**src/rtl/dispatch_unit.sv**
```systemverilog
// Dispatch/rename stage for a Tomasulo-style core: allocates reservation stations,
// renames sources through a 4-entry register status table and retires tags on
// result broadcasts. Define DUAL_ISSUE_EN to enable the second issue slot.
module dispatch_unit (
  input  logic        clk,
  input  logic        rst_n,
  input  logic [31:0] inst1,
  input  logic        inst1_valid,
  input  logic [31:0] inst2,
  input  logic        inst2_valid,
  output logic        inst1_take,
  output logic        inst2_take,
  input  logic [39:0] addbus,
  input  logic [39:0] multbus,
  input  logic [39:0] loadbus,
  input  logic [1:0]  store_done,
  output logic [39:0] instbus1,
  output logic [39:0] instbus2
);

  localparam logic [7:0] OpLoad  = 8'h01;
  localparam logic [7:0] OpStore = 8'h02;
  localparam logic [7:0] OpAdd   = 8'h03;
  localparam logic [7:0] OpMulti = 8'h04;

  // Station bit order: A0-A2 [2:0], M0-M1 [4:3], LD0-LD1 [6:5], ST0-ST1 [8:7]
  function automatic logic [8:0] class_mask(input logic [7:0] op);
    case (op)
      OpAdd:   return 9'b0_0000_0111;
      OpMulti: return 9'b0_0001_1000;
      OpLoad:  return 9'b0_0110_0000;
      OpStore: return 9'b1_1000_0000;
      default: return 9'b0_0000_0000;
    endcase
  endfunction

  function automatic logic [7:0] station_tag(input int unsigned idx);
    if (idx < 3)      return 8'h20 + 8'(idx);
    else if (idx < 5) return 8'h30 + 8'(idx - 3);
    else if (idx < 7) return 8'h40 + 8'(idx - 5);
    else              return 8'h50 + 8'(idx - 7);
  endfunction

  function automatic logic [7:0] oh_tag(input logic [8:0] oh);
    logic [7:0] t;
    t = 8'h00;
    for (int unsigned i = 0; i < 9; i++) begin
      if (oh[i]) t |= station_tag(i);
    end
    return t;
  endfunction

  function automatic logic [8:0] lowest_set(input logic [8:0] m);
    return m & (~m + 9'd1);
  endfunction

  function automatic logic is_reg(input logic [7:0] code);
    return code[7:2] == 6'b000100;
  endfunction

  function automatic logic writes_rst(input logic [7:0] op);
    return op inside {OpLoad, OpAdd, OpMulti};
  endfunction

  function automatic logic [7:0] rename(input logic [7:0] src, input logic [3:0][7:0] tbl);
    if (is_reg(src) && tbl[src[1:0]] != 8'h00) return tbl[src[1:0]];
    return src;
  endfunction

  logic [8:0]       busy_q, busy_d;
  logic [3:0][7:0]  rst_q, rst_d;
  logic [39:0]      instbus1_q, instbus1_d;
  logic [8:0]       mask1, alloc1, alloc2, hit;
  logic [7:0]       tag1, tag2, src1a, src1b;
  logic             wr1, wr2;

  // Slot 1: class lookup, station pick and source rename from the current table
  always_comb begin
    mask1      = class_mask(inst1[31:24]);
    alloc1     = lowest_set(~busy_q & mask1);
    tag1       = oh_tag(alloc1);
    inst1_take = rst_n && inst1_valid && (mask1 == 9'd0 || alloc1 != 9'd0);
    wr1        = inst1_take && writes_rst(inst1[31:24]) && is_reg(inst1[7:0]);
    src1a      = rename(inst1[23:16], rst_q);
    src1b      = rename(inst1[15:8], rst_q);
    instbus1_d = 40'h0;
    if (inst1_take && mask1 != 9'd0) begin
      instbus1_d = {tag1, inst1[31:24], src1a, src1b, inst1[7:0]};
    end
  end

`ifdef DUAL_ISSUE_EN
  logic [8:0]  mask2;
  logic [7:0]  src2a, src2b;
  logic [39:0] instbus2_q, instbus2_d;

  // Slot 2: sees slot 1's allocation and forwards its new tag to dependent sources
  always_comb begin
    mask2      = class_mask(inst2[31:24]);
    alloc2     = lowest_set(~(busy_q | alloc1) & mask2);
    tag2       = oh_tag(alloc2);
    inst2_take = inst1_take && inst2_valid && (mask2 == 9'd0 || alloc2 != 9'd0);
    wr2        = inst2_take && writes_rst(inst2[31:24]) && is_reg(inst2[7:0]);
    src2a      = rename(inst2[23:16], rst_q);
    src2b      = rename(inst2[15:8], rst_q);
    if (wr1 && inst2[23:16] == inst1[7:0]) src2a = tag1;
    if (wr1 && inst2[15:8] == inst1[7:0])  src2b = tag1;
    instbus2_d = 40'h0;
    if (inst2_take && mask2 != 9'd0) begin
      instbus2_d = {tag2, inst2[31:24], src2a, src2b, inst2[7:0]};
    end
  end

  // Slot 2 output register
  always_ff @(posedge clk or negedge rst_n) begin
    if (!rst_n) instbus2_q <= 40'h0;
    else        instbus2_q <= instbus2_d;
  end

  assign instbus2 = instbus2_q;
`else
  logic unused_slot2;
  assign unused_slot2 = ^{inst2, inst2_valid};
  assign alloc2     = 9'd0;
  assign tag2       = 8'h00;
  assign wr2        = 1'b0;
  assign inst2_take = 1'b0;
  assign instbus2   = 40'h0;
`endif

  logic unused_values;
  assign unused_values = ^{addbus[31:0], multbus[31:0], loadbus[31:0]};

  // Broadcast retirement plus dispatch allocation; dispatch writes land last so they win
  always_comb begin
    hit = 9'd0;
    for (int unsigned i = 0; i < 3; i++) hit[i] = busy_q[i] && (addbus[39:32] == station_tag(i));
    for (int unsigned i = 3; i < 5; i++) hit[i] = busy_q[i] && (multbus[39:32] == station_tag(i));
    for (int unsigned i = 5; i < 7; i++) hit[i] = busy_q[i] && (loadbus[39:32] == station_tag(i));
    hit[7] = busy_q[7] && store_done[0];
    hit[8] = busy_q[8] && store_done[1];

    busy_d = busy_q & ~hit;
    if (inst1_take) busy_d = busy_d | alloc1;
    if (inst2_take) busy_d = busy_d | alloc2;

    rst_d = rst_q;
    for (int unsigned j = 0; j < 4; j++) begin
      for (int unsigned i = 0; i < 9; i++) begin
        if (hit[i] && rst_q[j] == station_tag(i)) rst_d[j] = 8'h00;
      end
    end
    if (wr1) rst_d[inst1[1:0]] = tag1;
    if (wr2) rst_d[inst2[1:0]] = tag2;
  end

  // State and slot 1 output register
  always_ff @(posedge clk or negedge rst_n) begin
    if (!rst_n) begin
      busy_q     <= 9'd0;
      rst_q      <= '0;
      instbus1_q <= 40'h0;
    end else begin
      busy_q     <= busy_d;
      rst_q      <= rst_d;
      instbus1_q <= instbus1_d;
    end
  end

  assign instbus1 = instbus1_q;

endmodule

```
**config.mk**
```make
export PLATFORM = sky130hd
export DESIGN_NAME = dispatch_unit
export DESIGN_NICKNAME = d
export VERILOG_FILES = /design/src/rtl/dispatch_unit.sv
export SDC_FILE = /design/constraint.sdc
export NUM_CORES = 1
export LEC_CHECK = 0
export CORE_MARGIN = 4
export CORE_UTILIZATION = 42
export DETAILED_ROUTE_END_ITERATION = 6
export MAX_ROUTING_LAYER = met4
export PLACE_DENSITY = 0.95
export SYNTH_ARGS = -nofsm -noshare
export SYNTH_HDL_FRONTEND = slang
export SYNTH_SLANG_ARGS = --single-unit
export TNS_END_PERCENT = 50
```
**constraint.sdc**
```tcl
create_clock -name clk -period 3.6 [get_ports clk]
set_input_delay 0.72 -clock clk [delete_from_list [all_inputs] [get_ports clk]]
set_output_delay 0.72 -clock clk [all_outputs]
set_load 0.05 [all_outputs]
```
After elaboration in Yosys (flattened, before gate mapping)
Index checks and enable logic that the tools add are counted.

Flip-flop bits (word level): 81. Bits in latches: 0. Bits in writable memories: 0. Memory bits (read-only): 0. Input port bits: 190. Logic and storage cells: 206. Memories: 0.

Add/subtract/negate cells: 1. Multipliers: 0. Div/mod/pow operators: 0. Magnitude comparators: 4. Equality and inequality tests: 50. Shift-type cells: 0. Mux-type cells: 70. Bitwise logic cells: 15. Reduce and logical (&&, ||, !) cells: 60.

Operators with widths (count): two-way mux 8 bit (59); == test 8 x 6 -> 1 bit (second input constant) (25); == test 8 x 7 -> 1 bit (second input constant) (18); OR 8 bit (8); logical AND 1 bit (53); two-way mux 40 bit (1); one-hot mux 9 bit (4 select lines) (1); binary-select mux 8 bit (select 2 bit) (2); bitwise mux 32 bit (1); two-way mux 32 bit (1); AND 9 bit (3); inverter 9 bit (3); == test 6 x 3 -> 1 bit (second input constant) (3); nonzero test 9 bit (2); demux 8 bit (select 2 bit) (1); == test 8 x 2 -> 1 bit (second input constant) (2); nonzero test 8 bit (2); adder 9 x 1 -> 9 bit (second input constant) (1); logical NOT 9 bit (1); less-than comparator 2 x 3 -> 1 bit (second input constant) (3); two-way mux 9 bit (1); OR 9 bit (1); == test 8 x 1 -> 1 bit (second input constant) (1); == test 8 x 3 -> 1 bit (second input constant) (1); other kinds (5) (6).

Longest topological paths before layout
Word-level depth: 25. Depth in mapped cells: 9. Gate-level depth less buffers: 6.

Worst setup path after synthesis
OpenSTA, ideal clock, no wires.

Kind: input to output. From: in inst1[25]. To: out inst1_take. Arrival: 2.015 ns. Required time: 2.880 ns. Setup slack: 0.865 ns. Cell stages on the path: 6. Path through: buf_2 > nor2b_1 > a221oi_2 > o211ai_4 > nand3_1 > inv_1.

Word-level cells in the longest chain between the ends: 9.

RTL lines: start, declared (line 7) `input logic [31:0] inst1,`; == test 8 x 2 -> 1 bit, or another cell as far along (line 28) `case (op)`; one-hot mux 9 bit (4 select lines) * (line 28); AND 9 bit (line 80) `alloc1 = lowest_set(~busy_q & mask1);`; inverter 9 bit (line 54) `return m & (~m + 9'd1);`; adder 9 x 1 -> 9 bit (line 54); AND 9 bit (line 54); nonzero test 9 bit (line 82) `inst1_take = rst_n && inst1_valid && (mask1 == 9'd0 || alloc1 != 9'd0);`; logical OR 1 bit * (line 82); logical AND 1 bit * (line 82); end, declared (line 11) `output logic inst1_take,`.

Every way passes the cells marked *; elsewhere a longest branch is shown, timed or not.

Worst setup path after layout
Ends and elaborated chain as after synthesis.

==> results.yml <==
placement:
  place.gp.congestion: 0.990
  port_buffers: 98
  dp_hpwl_mm: 10.4
  dpl_cell_area_um2: 5700
sta:
  finClkSkew_ns: 0.00684
  rsz0062_at_grt: "no"
  clock.fmax_ghz: 0.305
  slew_violations: 0
  tns_ns: 0
  relSlewSlack_pct: 25.3
  fin_crit_sh_pct: 91.0
  min_period_ns: 3.28
  setup_viol: 0
  tightest_slew_ns: 1.12
  hold_viol: 0
cts:
  cts_max_path_buffers: 2
  clk_latency_ns: 0.33
  h-tree-depth: 3
  ctsResizeCount: 0
  cts_setup_buffers: 0
  cts_tree: "built"
  cts_root_buf: "clkbuf_16"
  ctsHoldBuffers: 0
  cts_sinks: 78
  clk_pin_slew_ns: 0.06
  cts_buffers: 9
logic_synthesis:
  syn_avg_cell_area_um2: 10.2
  synth_seq_cells: 78
  ys_types: 62
  ys_seq_area_share_pct: 41.1
  synthCells: 465
  synthArstFlopShare_pct: 100
  synth_ff_type: "dfrtp_1"
  syn_area_um2: 4740
  synth-edff-count: 0
  ys_warn_count: 0
die:
  initial_utilization_pct: 43.4
  rows: 38
  core_area_um2: 10900
  fp.dieArea_um2: 13100
  die_w_um: 114
  die_h_um: 114
  ios: 272
routing:
  totalWireLength_mm: 13.9
  antenna_left: 0
  vias_per_cell: 5.90
  drt_first_iter_violations: 268
  wl_per_cell_um: 19.5
  drc_errors: 0
  vias: 4196
  dr.pass1.iters: 5
setup_path:
  crit_type: "primary input to primary output"
  crit_slowest_cell: "clkdlybuf4s50_1"
  critPathArrivalTime_ns: 2.56
  worstPathMaxFanout: 9
  worst_setup_path_start_kind: "primary input"
  critPathMaxStageDelay_ns: 0.71
  cp.required_ns: 2.88
  cp_cell_sequence: "clkdlybuf4s50_1, and2b_1, a221oi_2, o211ai_4, nand3_1, inv_1, buf_12"
  end_kind: "primary output"
global_routing:
  grt_max_degree: 70
  grt_pass1_wl_mm: 21.7
  antenna_found_initial: 0
  grt.total_usage_pct: 22.2
  overflow: 0
  grt_pass1_vias: 3993
layout:
  drive_above_1_share_pct: 10.9
  fillers: 960
  syn2layout_area_growth_pct: 26.8
  num-nets-final: 756
  num_antenna_cells: 0
  stdcell_area_um2: 6020
power:
  p_per_area_nw_per_um2: 357
  ir_worst_vdd_mv: 0.189
  power_leakage_nw: 2.45
run_status:
  outcome: "finished, final reports clean"
worst_hold_path:
  hp-class: "primary input to asynchronous set/reset pin"
run:
  cap_viol_max_count: 0
[sequential cells by signal, summed over array words and instances, names as in the netlist]
register  count
rst_q        32
busy_q        9
instbus1     37
[kinds of logic (layout without fill, tap and decap cells)]
kind of cell / after synthesis / after routing / synth area share [%]
compound gates: 76 / 76 / 11.4
buf+inv: 67 / 125 / 9.60
flops: 78 / 78 / 41.1
mux: 24 / 24 / 9.28
other cells: 1 / 49 / 0.0790
simple gates: 219 / 219 / 28.5
[final timing paths]
kind / from / to / slack, ns / depth (start not counted)
setup / recovery: inst1[25] / inst1_take / 0.32 / 7
max in group asynchronous: rst_n / instbus1[10] / 2.30 / 2
hold reg to reg: busy_q[3] / busy_q[3] / 0.56 / 1
min in group clk: busy_q[3] / busy_q[3] / 0.56 / 1
hold / removal: rst_n / busy_q[2] / 0.23 / 1
setup reg to reg: busy_q[8] / instbus1[22] / 1.36 / 4
[layout make-up]
class	count	area (um^2)	share of cell area, %
clock buffer	11	233	3.87
clock inverter	5	82.6	1.37
inverter	4	15.0	0.250
multi-input combinational	368	2520	41.8
sequential	78	1950	32.4
tap	140	175	2.91
timing repair buffer	105	1040	17.3
[per-stage QoR]
step                hold WS (ns)  power (mW)  cells  setup WS, ns  utilization, %
finish                     0.228        2.15    711         0.324            55.0
global route               0.221        2.22    711         0.254            55.0
CTS                        0.218        2.16    711         0.340            55.0
detailed placement         0.545        1.19    695         0.352            52.1
global placement           0.541        1.19    695         0.391            52.1
floorplan                  0.424        1.11    513         0.865               -
[report_power, final]
group / switching (mW) / total (mW) / leakage [nW] / internal (mW)
clock: 0.359 / 0.970 / 0.154 / 0.610
combinational: 0.197 / 0.289 / 1.22 / 0.0922
sequential: 0.00606 / 0.889 / 1.07 / 0.883
total: 0.562 / 2.15 / 2.45 / 1.59
[cell usage after synthesis, types with 3 or more instances]
cell type,instances,share of area (%)
nor2_1,25,2.0
nor4_1,17,2.2
a22oi_1,5,0.79
nor2_2,4,0.53
a21oi_1,11,1.2
clkbuf_1,7,0.55
buf_4,44,7.0
and2_1,24,3.2
a31oi_1,4,0.53
nand3b_1,9,1.4
nand3_1,30,3.2
mux2i_1,8,1.7
o31ai_1,3,0.47
o21ai_1,6,0.63
nand2b_1,6,0.79
dfrtp_1,78,41
nor3b_1,11,1.7
mux4_2,16,7.6
nand2_1,23,1.8
and3_1,10,1.3
o21a_1,4,0.63
nor4bb_1,3,0.63
nor4b_1,7,1.3
nand4_1,9,1.2
buf_2,7,0.74
inv_1,4,0.32
nor3_1,11,1.2
nor2_4,6,1.4
and3b_1,3,0.55
nand4b_1,4,0.74
o21ai_0,21,2.2
nor2b_1,6,0.79
[cells in the final DEF (no fill, tap or decap), types with 3 or more instances in the layout]
master            n
clkbuf_16         9
nor4b_1           7
nand4_1           9
nor2b_1           6
inv_1             4
a22oi_1           5
clkdlybuf4s50_1  96
nor3b_1          11
a21oi_1          11
nand3b_1          9
dfrtp_1          78
nand2_1          23
nor2_1           25
and3_1           10
o21a_1            4
and3b_1           3
nor4bb_1          3
nand4b_1          4
nor4_1           17
mux4_2           16
o21ai_1           6
o31ai_1           3
conb_1           49
a31oi_1           4
buf_4             8
nor2_2            4
mux2i_1           8
nor2_4            6
nor3_1           11
nand3_1          30
and2_1           24
o21ai_0          21
nand2b_1          6
[worst max-delay path: cells and delay by family]
family	cells	cell delay, ns
buffers and inverters	3	0.95
AOI/OAI and AO/OA	2	0.45
and+or+nand+nor	2	0.43
[routing by layer]
metal	global-route usage, %	vias up	part of all wire [%]
li1	-	1838	-
met1	28.7	1998	39
met2	34.8	316	47
met3	3.91	44	11
met4	9.11	0	3.7
met5	-	-	0
Power figures use the tool's default switching activity.
